**src/rtl/dmem_pkg.sv**
```systemverilog
// Shared types and decode helpers for the data-memory responder.
// Memop encodings, access-size decode and FSM state encoding.
package dmem_pkg;

  localparam logic [2:0] MEMOP_LB  = 3'b000;
  localparam logic [2:0] MEMOP_LH  = 3'b001;
  localparam logic [2:0] MEMOP_LW  = 3'b010;
  localparam logic [2:0] MEMOP_LBU = 3'b100;
  localparam logic [2:0] MEMOP_LHU = 3'b101;

  typedef enum logic [1:0] {IDLE, RD0, RD1, WR1} state_t;

  // Access size in bytes from memop[1:0]; 2'b11 behaves as a word.
  function automatic logic [2:0] size_bytes(input logic [1:0] sz);
    case (sz)
      2'b00:   return 3'd1;
      2'b01:   return 3'd2;
      default: return 3'd4;
    endcase
  endfunction

  function automatic logic [3:0] lane_mask(input logic [1:0] sz);
    case (sz)
      2'b00:   return 4'b0001;
      2'b01:   return 4'b0011;
      default: return 4'b1111;
    endcase
  endfunction

  // True when the access runs past the end of its word.
  function automatic logic is_split(input logic [1:0] o, input logic [1:0] sz);
    return ({2'b00, o} + {1'b0, size_bytes(sz)}) > 4'd4;
  endfunction

endpackage

```
**src/rtl/dmem_resp_if.sv**
```systemverilog
// Core-side load/store port: valid/ready request, pulsed response.
interface dmem_resp_if;
  logic        req_valid;
  logic        req_ready;
  logic [31:0] addr;
  logic [31:0] wdata;
  logic [2:0]  memop;
  logic        memwr;
  logic        resp_valid;
  logic [31:0] rdata;
  logic        resp_err;

  modport master (output req_valid, addr, wdata, memop, memwr,
                  input  req_ready, resp_valid, rdata, resp_err);
  modport slave  (input  req_valid, addr, wdata, memop, memwr,
                  output req_ready, resp_valid, rdata, resp_err);
endinterface

```
**src/rtl/dmem_load_fmt.sv**
```systemverilog
// Load formatter: picks the addressed bytes out of a {hi, lo} word pair
// and sign/zero extends them according to memop.
module dmem_load_fmt
  import dmem_pkg::*;
(
  input  logic [31:0] lo,
  input  logic [31:0] hi,
  input  logic [1:0]  o,
  input  logic [2:0]  memop,
  output logic [31:0] data
);

  logic [31:0] w;

  assign w = 32'({hi, lo} >> {o, 3'b000});

  always_comb begin
    data = w;
    case (memop)
      MEMOP_LB:  data = {{24{w[7]}}, w[7:0]};
      MEMOP_LH:  data = {{16{w[15]}}, w[15:0]};
      MEMOP_LBU: data = {24'h0, w[7:0]};
      MEMOP_LHU: data = {16'h0, w[15:0]};
      default:   data = w;
    endcase
  end

endmodule

```
**src/rtl/dmem_resp.sv**
```systemverilog
// Data-memory responder between the core load/store port and a 1-cycle BRAM.
// DMEM_SPLIT_EN: split accesses crossing a word; otherwise reject them with resp_err.
module dmem_resp
  import dmem_pkg::*;
#(
  parameter int ADDR_W = 15
) (
  input  logic              clk,
  input  logic              rst,
  dmem_resp_if.slave        bus,
  output logic [ADDR_W-1:0] ram_addr,
  output logic [3:0]        ram_we,
  output logic [31:0]       ram_wdata,
  input  logic [31:0]       ram_rdata
);

  state_t             state, state_d;
  logic [ADDR_W-1:0]  word_q, word_nx;
  logic [1:0]         o_q;
  logic [2:0]         memop_q;
  logic [31:0]        rdata_q, fmt_lo, fmt_data;
  logic               resp_valid_q, resp_err_q;
  logic               resp_valid_d, resp_err_d, load_done;
  logic               accept, split_in;
  logic [3:0]         we_raw;
`ifdef DMEM_SPLIT_EN
  logic [31:0]        wdata_q, word0_q;
`endif

  assign accept   = bus.req_valid && (state == IDLE);
  assign split_in = is_split(bus.addr[1:0], bus.memop[1:0]);
  assign word_nx  = word_q + ADDR_W'(1);

  assign bus.req_ready  = (state == IDLE);
  assign bus.resp_valid = resp_valid_q;
  assign bus.rdata      = rdata_q;
  assign bus.resp_err   = resp_err_q;

  // Write enables are forced off whenever reset is held.
  assign ram_we = rst ? 4'b0000 : we_raw;

  always_comb begin
    state_d      = state;
    resp_valid_d = 1'b0;
    resp_err_d   = 1'b0;
    load_done    = 1'b0;
    ram_addr     = word_q;
    we_raw       = 4'b0000;
    ram_wdata    = bus.wdata << {bus.addr[1:0], 3'b000};
    case (state)
      IDLE: begin
        ram_addr = bus.addr[ADDR_W+1:2];
        if (accept) begin
`ifdef DMEM_SPLIT_EN
          if (bus.memwr) begin
            we_raw = 4'({4'b0000, lane_mask(bus.memop[1:0])} << bus.addr[1:0]);
            if (split_in) state_d = WR1;
            else          resp_valid_d = 1'b1;
          end else begin
            state_d = RD0;
          end
`else
          if (split_in) begin
            resp_valid_d = 1'b1;
            resp_err_d   = 1'b1;
          end else if (bus.memwr) begin
            we_raw       = 4'({4'b0000, lane_mask(bus.memop[1:0])} << bus.addr[1:0]);
            resp_valid_d = 1'b1;
          end else begin
            state_d = RD0;
          end
`endif
        end
      end
      RD0: begin
`ifdef DMEM_SPLIT_EN
        if (is_split(o_q, memop_q[1:0])) begin
          ram_addr = word_nx;
          state_d  = RD1;
        end else begin
          load_done    = 1'b1;
          resp_valid_d = 1'b1;
          state_d      = IDLE;
        end
`else
        load_done    = 1'b1;
        resp_valid_d = 1'b1;
        state_d      = IDLE;
`endif
      end
`ifdef DMEM_SPLIT_EN
      RD1: begin
        ram_addr     = word_nx;
        load_done    = 1'b1;
        resp_valid_d = 1'b1;
        state_d      = IDLE;
      end
      WR1: begin
        // Upper lanes of the shifted mask/data spill into the next word.
        ram_addr     = word_nx;
        we_raw       = 4'(({4'b0000, lane_mask(memop_q[1:0])} << o_q) >> 4);
        ram_wdata    = wdata_q >> {3'd4 - {1'b0, o_q}, 3'b000};
        resp_valid_d = 1'b1;
        state_d      = IDLE;
      end
`endif
      default: state_d = IDLE;
    endcase
  end

`ifdef DMEM_SPLIT_EN
  assign fmt_lo = (state == RD1) ? word0_q : ram_rdata;
`else
  assign fmt_lo = ram_rdata;
`endif

  dmem_load_fmt u_fmt (
    .lo    (fmt_lo),
    .hi    (ram_rdata),
    .o     (o_q),
    .memop (memop_q),
    .data  (fmt_data)
  );

  always_ff @(posedge clk) begin
    if (rst) begin
      state        <= IDLE;
      resp_valid_q <= 1'b0;
      resp_err_q   <= 1'b0;
      rdata_q      <= '0;
    end else begin
      state        <= state_d;
      resp_valid_q <= resp_valid_d;
      resp_err_q   <= resp_err_d;
      if (load_done) rdata_q <= fmt_data;
    end
  end

  always_ff @(posedge clk) begin
    if (accept) begin
      word_q  <= bus.addr[ADDR_W+1:2];
      o_q     <= bus.addr[1:0];
      memop_q <= bus.memop;
`ifdef DMEM_SPLIT_EN
      wdata_q <= bus.wdata;
`endif
    end
`ifdef DMEM_SPLIT_EN
    if (state == RD0) word0_q <= ram_rdata;
`endif
  end

endmodule

```
**src/flat_wrapper.sv**
```systemverilog
// flat-port wrapper written by rule: the top's interface ports become plain ports
module dmem_resp_flat import dmem_pkg::*;
#(
  parameter int ADDR_W = 15
)
  (clk, rst, ram_addr, ram_we, ram_wdata, ram_rdata, bus_req_valid, bus_addr, bus_wdata, bus_memop, bus_memwr, bus_req_ready, bus_resp_valid, bus_rdata, bus_resp_err);
  dmem_resp_if bus_i ();
  input  logic clk;
  input  logic rst;
  output logic [ADDR_W-1:0] ram_addr;
  output logic [3:0] ram_we;
  output logic [31:0] ram_wdata;
  input  logic [31:0] ram_rdata;
  input wire logic [$bits(bus_i.req_valid)-1:0] bus_req_valid;
  input wire logic [$bits(bus_i.addr)-1:0] bus_addr;
  input wire logic [$bits(bus_i.wdata)-1:0] bus_wdata;
  input wire logic [$bits(bus_i.memop)-1:0] bus_memop;
  input wire logic [$bits(bus_i.memwr)-1:0] bus_memwr;
  output wire logic [$bits(bus_i.req_ready)-1:0] bus_req_ready;
  output wire logic [$bits(bus_i.resp_valid)-1:0] bus_resp_valid;
  output wire logic [$bits(bus_i.rdata)-1:0] bus_rdata;
  output wire logic [$bits(bus_i.resp_err)-1:0] bus_resp_err;
  assign bus_i.req_valid = bus_req_valid;
  assign bus_i.addr = bus_addr;
  assign bus_i.wdata = bus_wdata;
  assign bus_i.memop = bus_memop;
  assign bus_i.memwr = bus_memwr;
  assign bus_req_ready = bus_i.req_ready;
  assign bus_resp_valid = bus_i.resp_valid;
  assign bus_rdata = bus_i.rdata;
  assign bus_resp_err = bus_i.resp_err;
  dmem_resp #(.ADDR_W(ADDR_W)) u_core (.clk(clk), .rst(rst), .bus(bus_i), .ram_addr(ram_addr), .ram_we(ram_we), .ram_wdata(ram_wdata), .ram_rdata(ram_rdata));
endmodule
```
**config.mk**
```make
export PLATFORM = sky130hd
export DESIGN_NAME = dmem_resp_flat
export DESIGN_NICKNAME = d
export VERILOG_FILES = /design/src/rtl/dmem_pkg.sv /design/src/rtl/dmem_resp_if.sv /design/src/rtl/dmem_load_fmt.sv /design/src/rtl/dmem_resp.sv /design/src/flat_wrapper.sv
export SDC_FILE = /design/constraint.sdc
export NUM_CORES = 1
export LEC_CHECK = 0
export ABC_AREA = 1
export CORE_MARGIN = 2
export CORE_UTILIZATION = 45
export CTS_BUF_LIST = sky130_fd_sc_hd__clkbuf_4 sky130_fd_sc_hd__clkbuf_8
export DETAILED_ROUTE_END_ITERATION = 16
export PLACE_DENSITY_LB_ADDON = 0.05
export SLEW_MARGIN = 40
export SYNTH_ARGS = -nofsm -noshare
export SYNTH_HDL_FRONTEND = slang
export SYNTH_SLANG_ARGS = --single-unit
```
**constraint.sdc**
```tcl
create_clock -name clk -period 4 [get_ports clk]
set_input_delay 0.8 -clock clk [delete_from_list [all_inputs] [get_ports clk]]
set_output_delay 0.8 -clock clk [all_outputs]
set_load 0.02 [all_outputs]
```
# == Word level (Yosys, flattened, before mapping) ==
# Index checks and enable logic that the tools add are counted.
# totals
ff_bits,55
word_cells,46
inputBits,103
# classes
eq_ne,4
addsub,1
n_reduce_logical,7
n_mux,19
magnitude_cmp,1
shifts,3
bitwise,4
# ops
cell,count
$pmux W32 S4,1
$shr A64 B5 Y32,1
$mux W4,9
$shl A32 B5 Y32,1
$mux W15,1
$pmux W4 S2,1
$eq A3 B3 Y1 const B,2
$pmux W3 S2,1
$mux W1,5
$add A2 B3 Y4,1
$gt A4 B3 Y1 const B,1
$logic_not A2 Y1,2
$not A1 Y1,4
$shl A4 B2 Y4,1
$eq A3 B1 Y1 const B,1
$logic_not A3 Y1,1
$reduce_and A3 Y1,1
$reduce_or A3 Y1,1
$eq A2 B1 Y1 const B,1
$pmux W1 S2,1
$reduce_or A2 Y1,1
$logic_and A1 B1 Y1,1

# == Logic depth before layout (Yosys ltp) ==
# Gate-level depths: netlist of run 1.
# depth
ltp_word,13
ltp_mapped,10
mapped_depth_nobuf,10

# == Hierarchy ==
# A second synthesis of run 1 with hierarchy kept.
# hier_totals
hier_cells,586
area_unflattened_um2,3806.2
# by_module_without_submodules
module,cells_each,seq_area_each_um2,area_per_inst_um2,n_inst
dmem_resp,353,1301.2,2622.5,1
dmem_load_fmt,233,0.0,1183.6,1

# == Least setup slack after synthesis of run 1 ==
# OpenSTA, ideal clock, no wires.
# synth_path
path_kind,input port to output port
from,input bus_req_valid
to,output ram_we[0]
path_buffers,0
path_slack_ns,0.508
arrival_time_ns,2.692
stages,4
cell_sequence,inv_1 -> nor2_1 -> nand2_1 -> nor4_1
# synth_via
elab_chain_len,4
# synth_lines
item,line,text
from (decl),flat_wrapper.sv:14,input wire logic [$bits(bus_i.req_valid)-1:0] bus_req_valid;
$logic_and A1 B1 Y1,dmem_resp.sv:30,assign accept = bus.req_valid && (state == IDLE);
named net u_core.accept,dmem_resp.sv:24,"logic accept, split_in;"
$mux W4,dmem_resp.sv:53,if (accept) begin
$mux W4,dmem_resp.sv:50,case (state)
$mux W4,dmem_resp.sv:40,assign ram_we = rst ? 4'b0000 : we_raw;
to (decl),flat_wrapper.sv:11,output logic [3:0] ram_we;
# The timed path passes the listed nets, and every way through them passes these cells.

# == Worst setup path in the final report of run 1 ==
# layout_path
from,input bus_memop[0]
to,output ram_we[2]
# layout_via
elab_chain_len,12
elab_cells_between_ends,16
classes_between,add/sub (1); order compare (1); eq/ne (1); shift (1); mux (11); reduce/logical (1)
# layout_lines
item,line,text
from (decl),flat_wrapper.sv:17,input wire logic [$bits(bus_i.memop)-1:0] bus_memop;
branches (longest 8 deep; another with $add A2 B3 Y4),--,
$mux W4 (*),dmem_resp.sv:63,if (split_in) begin
$mux W4 (*),dmem_resp.sv:53,
$mux W4 (*),dmem_resp.sv:50,
$mux W4 (*),dmem_resp.sv:40,
# Every way passes the cells marked *. The select of a mux whose other input is x is not followed.

==> out/qor.txt, run 1 <==
outcome - finished, final reports clean
sequential element share of the synthesized area - 35.41%
multiplexer area fraction after synthesis - 0%
Synth area leader - nand2_1
Syn. warnings - 0
drt initial violations - 163
period utilization - 96.18%
cells after synthesis - 575
distinct cell type count after synthesis - 29
Critical R2R Launch - u_core.o_q[0]
vias in the first global route - 4,281
crit start category - input pin
Initial Util - 47.07%
CTS clk-pin slew, worst paths - 0.10 ns
Post-synth EDFFs - 20
largest net degree at the start of global routing - 72
Period minus WS final - 3.847 ns
# nets final - 840
R2R setup slack - 1.96 ns
CTS HTree Levels - 2
Die W - 94.37 um
CP Capture Type - output pin
max_slew headroom - 56.19%
CTS Buffer Depth - 2
synthesized cell area - 0.003675 mm2
average wire per standard cell - 13.95 um
Root Driver - clkbuf_8
Synth Area in Simple Gates - 42.32%
Antenna diodes - 0
Clock Skews - 0.005133 ns
drt drc - 0
Hold Path End - u_core.bus.rdata[6]
max-cap violation count - 0
CTS Hold Bufs - 0
Synthesized Nets - 682
DIE HEIGHT - 94.37 um
Synth Area in Compound Gates - 11.03%
GPL Wtd Cong - 0.8964
DRT Pass-1 Iters - 6
FF-to-FF path depth - 7
reg2reg end - u_core.bus.rdata[16]
Clock Sinks - 55
final wirelength - 11,660 um
pwr/cell area - 265.0 mW/mm2
FMAX - 259.9 MHz
count leader, synth - nand2_1
crit-path max FO - 3
peak supply drop - 0.0001883 V
min-delay src - u_core.bus.rdata[6]
Die Area - 0.008905 mm2
CTS tree - built
total grt overflow - 0
Worst EP arrival - 3.05 ns
Synth top area share - 19.51%
placed cell count - 828
DPL Wire Length - 8659 um
via count - 4,346
crit path cell chain - clkdlybuf4s50_1 > nor2_1 > ha_1 > fa_1 > inv_1 > nand2_1 > nand3_1 > nand2_1 > inv_1 > nand4_1 > nor2_1 > dlygate4sd2_1
WS Path Type - in2out
Commonest cells post-synth - nand2_1 (191), nand3_1 (89), nor2_1 (81)
# setup viols final - 0
fraction of the mapped netlist area in adder cells - 1.566%
IO Count - 189
Mapped Avg Cell Area - 6.391 um2
RSZ-0062 raised after global routing - false
XOR/XNOR Fraction of Synth Area - 0%
worst hold slack - 0.4939 ns
Crit path required time - 3.20 ns
proportion of layout cells with a drive suffix above 1 - 4.632%
Final Hold Viols - 0
Layout Cells excl Fill - 836
Core ar. - 0.007807 mm2
Synth area leaders - nand2_1 (20%), dfxtp_1 (19%), edfxtp_1 (16%), nand3_1 (12%), nor2_1 (8.3%)
port bufs - 173
largest family of logic cells by synthesized area - simple AND/OR/NAND/NOR gates
global-route wire length before repair - 18,910 um
Lkg Pwr - 2.446 nW
layout-stage area growth over the synthesis result - 50.73%
Num CTS Buffers - 5
synthesis-stage register bit count - 55
CP max stage delay - 0.45 ns
routed vias/inst - 5.199
Worst-Margin Slew - 0.6571 ns
Top FF cell, synth - dfxtp_1
Worst-Skew Late Latency - 0.31 ns
Async SR Flop Fraction - 0%
initial antenna violation count - 0
Hold Path Depth - 2
max-slew violations - 0
cell row count - 32
slowest cell on the critical path - clkdlybuf4s50_1
GRT Total Usage - 26.32%
number of routed nets with antenna violations - 0
Worst Hold Class - reg2reg
## cell usage in the layout, fill, tap and decap left out, types with 3 or more instances in the layout
master | synthesis | routed
o22ai_1 | 6 | 6
inv_1 | 35 | 34
a22oi_1 | 8 | 8
o21ai_0 | 35 | 35
clkdlybuf4s50_1 | 0 | 169
ha_1 | 3 | 3
dfxtp_1 | 35 | 34
inv_2 | 2 | 3
buf_4 | 1 | 14
clkbuf_8 | 0 | 5
nand3_1 | 89 | 89
a21oi_1 | 11 | 11
nand2_1 | 191 | 191
nor2_1 | 81 | 80
edfxtp_1 | 20 | 20
o211ai_1 | 7 | 7
## kinds of logic after synthesis
logic type,after synthesis
AND/OR/NAND/NOR,370
buffers and inverters,76
AO/OA/AOI/OAI,70
flip-flops,55
adder cells (fa/ha/maj),4
## sequential cells by signal, indices dropped and copies added, names as in the netlist
register / count
u_core.bus.rdata: 32
u_core.word_q: 15
u_core.memop_q: 3
u_core.o_q: 2
u_core.bus.resp_err: 1
u_core.bus.resp_valid: 1
u_core.state: 1
## power breakdown
group,switching [mW],total (mW),internal (mW),leakage (nW)
Clock,0.196,0.323,0.126,0.0422
Sequential,0.0191,0.630,0.611,0.480
Combinational,0.271,0.515,0.244,1.92
Total,0.486,1.47,0.982,2.45
## worst max path at each step
stage / slack (ns) / from / cells after the start / endpoint
CTS: 0.17 / bus_memop[0] / 12 / ram_we[1]
global placement: 0.0004 / bus_memop[0] / 12 / ram_we[2]
global route: 0.009 / bus_memop[0] / 12 / ram_we[3]
detailed placement: -0.1 / bus_memop[0] / 12 / ram_we[2]
finish: 0.15 / bus_memop[0] / 12 / ram_we[2]
floorplan: 0.51 / bus_req_valid / 4 / ram_we[0]
## per-stage QoR
step | area, um2 | total power, mW | TNS, ns | setup slack, ns | util [%]
floorplan | 3675 | 0.9084 | 0 | 0.5083 | -
global placement | 5434 | 1.144 | 0 | 0.0004292 | 69.60
detailed placement | 5449 | 1.155 | -0.2815 | -0.09646 | 69.79
CTS | 5537 | 1.475 | 0 | 0.1717 | 70.91
global route | 5539 | 1.544 | 0 | 0.008653 | 70.95
finish | 5539 | 1.468 | 0 | 0.1530 | 70.95
## critical path, delay by kind of cell
kind          cells  cell delay [ns]
buf+inv           4             0.93
fa+ha+maj         2             0.65
simple gates      6             0.65
## final cells by class
class	count	area [um2]
clock buffer	5	68.82
clock inverter	3	23.77
fill	683	2268
inverter	39	146.4
multi-input combinational	444	2021
sequential	55	1303
tap	102	127.6
timing repair buffer	188	1849
## routing by layer
metal,track usage [%],routed length [um],vias up
met1,31.68,4791,1970
met4,9.058,309,0
met3,5.746,904,25
met5,0,0,-
met2,46.43,5658,161
li1,-,-,2190
## repair_timing
item	CTS	global route
setup buffers	0	0
gates resized for setup	4	2
endpoints found under the setup margin	4	2
No activity file was read; power rests on OpenSTA's default activity.
==> inputs of run 2 (changes only) <==
--- a/config.mk
+++ b/config.mk
@@ -10,7 +10,8 @@
 export CORE_UTILIZATION = 45
 export CTS_BUF_LIST = sky130_fd_sc_hd__clkbuf_4 sky130_fd_sc_hd__clkbuf_8
 export DETAILED_ROUTE_END_ITERATION = 16
-export PLACE_DENSITY_LB_ADDON = 0.05
+export HOLD_SLACK_MARGIN = 0.1
+export PLACE_DENSITY = 0.95
 export SLEW_MARGIN = 40
 export SYNTH_ARGS = -nofsm -noshare
 export SYNTH_HDL_FRONTEND = slang
==> run 2 against run 1 <==
Compared with the run above:
- sequential cell count unchanged
- register-to-register slack better by 0.05 ns
- worst setup slack better by 0.046 ns
==> out/qor.txt, run 2 (synthesis results as in run 1) <==
outcome - finished, final reports clean
commonest non-fill, non-tap cell in the layout - nand2_1
IO Count - 189 (unchanged)
Worst-Margin Slew - 0.7022 ns (+0.04507 ns)
total grt overflow - 0 (unchanged)
CTS HTree Levels - 2 (unchanged)
global-route wire length before repair - 20,400 um (+7.8%)
GPL Wtd Cong - 0.8933 (-0.35%)
Sw Pwr - 0.5052 mW (+4.0%)
CTS tree - built
layout-stage area growth over the synthesis result - 51.04%
DIE HEIGHT - 94.37 um (unchanged)
most frequent cells in the layout - nand2_1 (191), clkdlybuf4s50_1 (169), nand3_1 (89), nor2_1 (80), o21ai_0 (35)
via count - 4,613 (+6.1%)
Comb pwr share - 35.4% (+0.3 points)
# nets final - 842 (+0.24%)
GR met3 Demand/Resource - 6.464% (+0.72 points)
Num CTS Buffers - 5 (unchanged)
GRT Total Usage - 28.83% (+2.5 points)
pwr/cell area - 268.9 mW/mm2 (+1.4%)
DRT Pass-1 Iters - 5 (-1)
Clk pwr share - 22.3% (+0.3 points)
drt drc - 0 (unchanged)
final wirelength - 12,920 um (+11%)
# setup viols final - 0 (unchanged)
Final Hold Viols - 0 (unchanged)
max-cap violation count - 0 (unchanged)
crit-path max FO - 3 (unchanged)
average wire per standard cell - 15.41 um (+10%)
global routing usage on met2 - 54.29% (+7.9 points)
max-slew violations - 0 (unchanged)
vias in the first global route - 4,366 (+2.0%)
Clock Sinks - 55 (unchanged)
Worst Hold Class - reg2reg
crit start category - input pin
routed vias/inst - 5.505 (+5.9%)
Die Area - 0.008905 mm2 (unchanged)
worst hold slack - 0.4997 ns (+0.005817 ns)
FMAX - 263.1 MHz (+1.2%)
Antenna diodes - 0 (unchanged)
period utilization - 95.04% (-1.1 points)
RSZ-0062 raised after global routing - false
Worst EP arrival - 3.00 ns (-0.05 ns)
port bufs - 173 (unchanged)
Sw Share - 33.86% (+0.75 points)
CTS Hold Bufs - 0 (unchanged)
Root Driver - clkbuf_8
Core ar. - 0.007807 mm2 (unchanged)
CTS clk-pin slew, worst paths - 0.10 ns (about the same)
CP Capture Type - output pin
Clock Skews - 0.01631 ns (+0.01118 ns)
Period minus WS final - 3.801 ns (-0.04551 ns)
CTS Buffer Depth - 2 (unchanged)
cell row count - 32 (unchanged)
max_slew headroom - 53.19% (-3.0 points)
Lkg Pwr - 2.460 nW (+0.60%)
Pint - 0.9870 mW (+0.51%)
number of flip-flops in the largest register - 32 (unchanged)
Worst-Skew Late Latency - 0.32 ns (about the same)
Layout fillers - 637 (-6.7%)
Most Crowded Layer GR - met2
initial antenna violation count - 0 (unchanged)
post-route core utilization - 71.09% (+0.14 points)
number of routed nets with antenna violations - 0 (unchanged)
WS Path Type - in2out
Crit path required time - 3.20 ns (about the same)
Initial Util - 47.07% (unchanged)
proportion of layout cells with a drive suffix above 1 - 5.163% (+0.53 points)
M1 GR Usage - 33.13% (+1.5 points)
drt initial violations - 401 (+150%)
DPL Wire Length - 9784 um (+13%)
Die W - 94.37 um (unchanged)
Reg power frac - 42.3% (-0.6 points)
peak supply drop - 0.0001969 V (+4.6%)
largest net degree at the start of global routing - 71 (-1.4%)
[run 2: worst max-delay path: stages]
cell             delay (ns)
clkdlybuf4s50_1        0.46
nor2_1                 0.18
ha_1                   0.21
fa_1                   0.41
inv_1                  0.06
nand2_1                0.04
nand3_1                0.09
nand2_1                0.07
inv_1                  0.07
nand4_1                0.16
nor2_1                 0.14
clkdlybuf4s15_1        0.31
[run 2: cell type report]
type	count	area, um2	area share (%)
repair buffers	190	1856	33.43
flip-flops and latches	55	1303	23.47
clock buffers	5	68.82	1.240
clock inverters	3	28.78	0.5185
multi-input cells	444	2021	36.41
well taps	102	127.6	2.299
inverters	39	146.4	2.638
[run 2: metal layers]
metal  routed length [um]  vias up
met4                  275        0
met1                 4646     2071
met2                 6584      315
met5                    0        -
li1                     -     2196
met3                 1410       31
[run 2: power by group through the flow]
stage	Combinational, mW	Sequential (mW)	Clock [mW]
floorplan	0.253	0.656	0
global placement	0.503	0.644	0
detailed placement	0.522	0.643	0
CTS	0.524	0.631	0.335
global route	0.570	0.634	0.355
finish	0.528	0.631	0.333
[run 2: worst paths after layout]
| check | from | end | slack, ns | cells after the start |
|---|---|---|---|---|
| hold / removal | u_core.bus.rdata[6] | u_core.bus.rdata[6] | 0.50 | 2 |
| hold reg to reg | u_core.bus.rdata[6] | u_core.bus.rdata[6] | 0.50 | 2 |
| setup / recovery | bus_memop[0] | ram_we[3] | 0.20 | 12 |
| setup reg to reg | u_core.o_q[0] | u_core.bus.rdata[21] | 2.01 | 7 |
[run 2: per-stage QoR]
| step | cells | setup WS, ns | total power [mW] | area, um2 | setup TNS, ns |
|---|---|---|---|---|---|
| after CTS | 838 | 0.1067 | 1.490 | 5557 | 0 |
| final | 838 | 0.1985 | 1.492 | 5550 | 0 |
| after global placement | 829 | -0.08613 | 1.147 | 5449 | -0.2494 |
| after floorplan | 575 | 0.5083 | 0.9084 | 3675 | 0 |
| after global routing | 838 | 0.01571 | 1.559 | 5550 | 0 |
| after detailed placement | 830 | -0.1804 | 1.165 | 5464 | -0.4322 |
[run 2: repair_timing]
item	CTS	global route
setup endpoints to repair	4	3
buffers inserted	0	0
resized for setup	4	5
==> inputs of run 3 (changes only) <==
--- a/config.mk
+++ b/config.mk
@@ -7,11 +7,11 @@
 export LEC_CHECK = 0
 export ABC_AREA = 1
 export CORE_MARGIN = 2
-export CORE_UTILIZATION = 45
+export CORE_UTILIZATION = 41
 export CTS_BUF_LIST = sky130_fd_sc_hd__clkbuf_4 sky130_fd_sc_hd__clkbuf_8
 export DETAILED_ROUTE_END_ITERATION = 16
 export HOLD_SLACK_MARGIN = 0.1
-export PLACE_DENSITY = 0.95
+export PLACE_DENSITY = 0.89
 export SLEW_MARGIN = 40
 export SYNTH_ARGS = -nofsm -noshare
 export SYNTH_HDL_FRONTEND = slang
==> constraint.sdc (replaced) <==
create_clock -name clk -period 3.9 [get_ports clk]
set_input_delay 0.78 -clock clk [delete_from_list [all_inputs] [get_ports clk]]
set_output_delay 0.78 -clock clk [all_outputs]
set_load 0.02 [all_outputs]
==> run 3 against run 2 <==
Compared with the run above:
- combinational power up 2%
- clock skew up 0.0027 ns
- total power up 1.6%
- design area about the same
- first-iteration DRC count down 29%
- critical endpoint is now ram_wdata[21]
- sequential share of layout area about the same
- critical path depth down 5
- global-route usage down 3.7 points
==> out/qor.txt, run 3 (synthesis results as in run 1) <==
layout-stage area growth over the synthesis result - 50.90% (about the same)
largest net degree at the start of global routing - 81 (+14%)
Pint - 1.008 mW (+2.1%)
Worst-Skew Late Latency - 0.32 ns (about the same)
# setup viols final - 0 (unchanged)
Crit path required time - 3.12 ns (-0.08 ns)
placed cell count - 836 (+0.72%)
max-slew violations - 0 (unchanged)
setup ws final - 0.1219 ns (-0.07665 ns)
proportion of layout cells with a drive suffix above 1 - 5.435% (+0.27 points)
most frequent cells in the layout - nand2_1 (191), clkdlybuf4s50_1 (169), nand3_1 (89), nor2_1 (79), o21ai_0 (35)
Num CTS Buffers - 5 (unchanged)
Worst-Margin Slew - 0.7158 ns (+0.01365 ns)
# nets final - 842 (unchanged)
CP max stage delay - 0.65 ns (+0.19 ns)
period utilization - 96.88%
final setup TNS - 0 ns (unchanged)
slowest cell on the critical path - clkdlybuf4s50_1
WS Path Type - in2out
post-route core utilization - 63.59% (-7.5 points)
Antenna diodes - 0 (unchanged)
number of routed nets with antenna violations - 0 (unchanged)
Sw Pwr - 0.5083 mW (+0.60%)
DRT Pass-1 Iters - 10 (+5)
Clock Skews - 0.01903 ns (+0.002719 ns)
Root Driver - clkbuf_8
Clk pwr share - 21.9% (-0.4 points)
Largest delay share family, worst path - buffers and inverters
Period minus WS final - 3.778 ns
Layout Cells excl Fill - 844 (+0.72%)
Die W - 98.67 um (+4.6%)
cell row count - 34 (+6.3%)
crit start category - input pin
vias in the first global route - 4,285 (-1.9%)
crit path cell chain - clkdlybuf4s50_1 > buf_4 > inv_1 > buf_4 > nand2_1 > o22ai_1 > clkdlybuf4s50_1
initial antenna violation count - 0 (unchanged)
GPL Wtd Cong - 0.9263 (+3.7%)
total grt overflow - 0 (unchanged)
Clock Sinks - 55 (unchanged)
Final Hold Viols - 0 (unchanged)
max-cap violation count - 0 (unchanged)
CTS clk-pin slew, worst paths - 0.12 ns (+0.02 ns)
routed vias/inst - 5.373 (-2.4%)
outcome - finished, final reports clean
GRT Total Usage - 25.13% (-3.7 points)
CTS Hold Bufs - 0 (unchanged)
peak supply drop - 0.0001726 V (-12%)
final wirelength - 12,490 um (-3.3%)
commonest non-fill, non-tap cell in the layout - nand2_1
CTS Buffer Depth - 2 (unchanged)
Worst Hold Class - reg2reg
Lkg Pwr - 2.457 nW (-0.14%)
number of flip-flops in the largest register - 32 (unchanged)
worst hold slack - 0.4897 ns (-0.01004 ns)
CP bufs+invs - 5 (+1)
postcts setup bufs - 0 (unchanged)
Worst EP arrival - 3.00 ns (about the same)
CTS HTree Levels - 2 (unchanged)
max_slew headroom - 52.28% (-0.91 points)
Critical R2R Launch - u_core.o_q[0]
CP Capture Type - output pin
drt initial violations - 285 (-29%)
global-route wire length before repair - 20,080 um (-1.6%)
Post-CTS Resized - 4 (unchanged)
DP Worst Slack - -0.1094 ns (+0.07099 ns)
port bufs - 173 (unchanged)
Core ar. - 0.008721 mm2 (+12%)
Reg power frac - 42.7% (+0.4 points)
CP startpoint - bus_addr[0]
FMAX - 264.7 MHz
drt drc - 0 (unchanged)
DIE HEIGHT - 98.67 um (+4.6%)
min-delay src - u_core.bus.rdata[6]
DPL Wire Length - 9387 um (-4.1%)
Initial Util - 42.14% (-4.9 points)
crit-path max FO - 34 (+31)
CTS tree - built
Die Area - 0.009736 mm2 (+9.3%)
Layout fillers - 735 (+15%)
RSZ-0062 raised after global routing - false
pwr/cell area - 273.4 mW/mm2 (+1.7%)
Sw Share - 33.53% (-0.33 points)
average wire per standard cell - 14.79 um (-4.0%)
IO Count - 189 (unchanged)
via count - 4,535 (-1.7%)
Comb pwr share - 35.4% (about the same)
==> run 3: cell type report <==
class	instances	area [um2]	share of cell area, %
Tap cell	108	135.1	2.437
Clock inverter	3	22.52	0.4061
Inverter	39	146.4	2.640
Timing Repair Buffer	190	1847	33.30
Clock buffer	5	68.82	1.241
Multi-Input combinational cell	444	2023	36.48
Sequential cell	55	1303	23.49
==> run 3: final timing paths <==
| kind | to | slack [ns] | cells past startpoint |
|---|---|---|---|
| min reg2reg | u_core.bus.rdata[6] | 0.49 | 2 |
| min | u_core.bus.rdata[6] | 0.49 | 2 |
| max | ram_wdata[21] | 0.12 | 7 |
| max reg2reg | u_core.bus.rdata[26] | 1.77 | 7 |
==> run 3: worst min-delay path: cells and delay by family (launching register included) <==
family	cells	cell delay (ns)
buffers and inverters	1	0.05
AOI/OAI and AO/OA	1	0.08
DFF	1	0.35
==> run 3: metrics by stage <==
step | total power, mW | instance area [um2]
3_5_place_dp | 1.191 | 5468
3_3_place_gp | 1.174 | 5456
4_1_cts | 1.519 | 5554
2_1_floorplan | 0.9317 | 3675
6_report | 1.516 | 5545
5_1_grt | 1.585 | 5545
==> run 3: metal layers <==
layer | track usage (%) | share of wire [%]
met5 | 0 | 0
met4 | 9.484 | 3.5
met3 | 6.028 | 9.8
met2 | 44.43 | 49
met1 | 29.49 | 38
==> run 3: power groups by stage <==
stage | sequential (mW) | combinational, mW | clock, mW
after floorplan | 0.672 | 0.259 | 0
after global placement | 0.661 | 0.514 | 0
after detailed placement | 0.660 | 0.531 | 0
after CTS | 0.647 | 0.534 | 0.338
after global routing | 0.651 | 0.582 | 0.352
final | 0.647 | 0.537 | 0.332
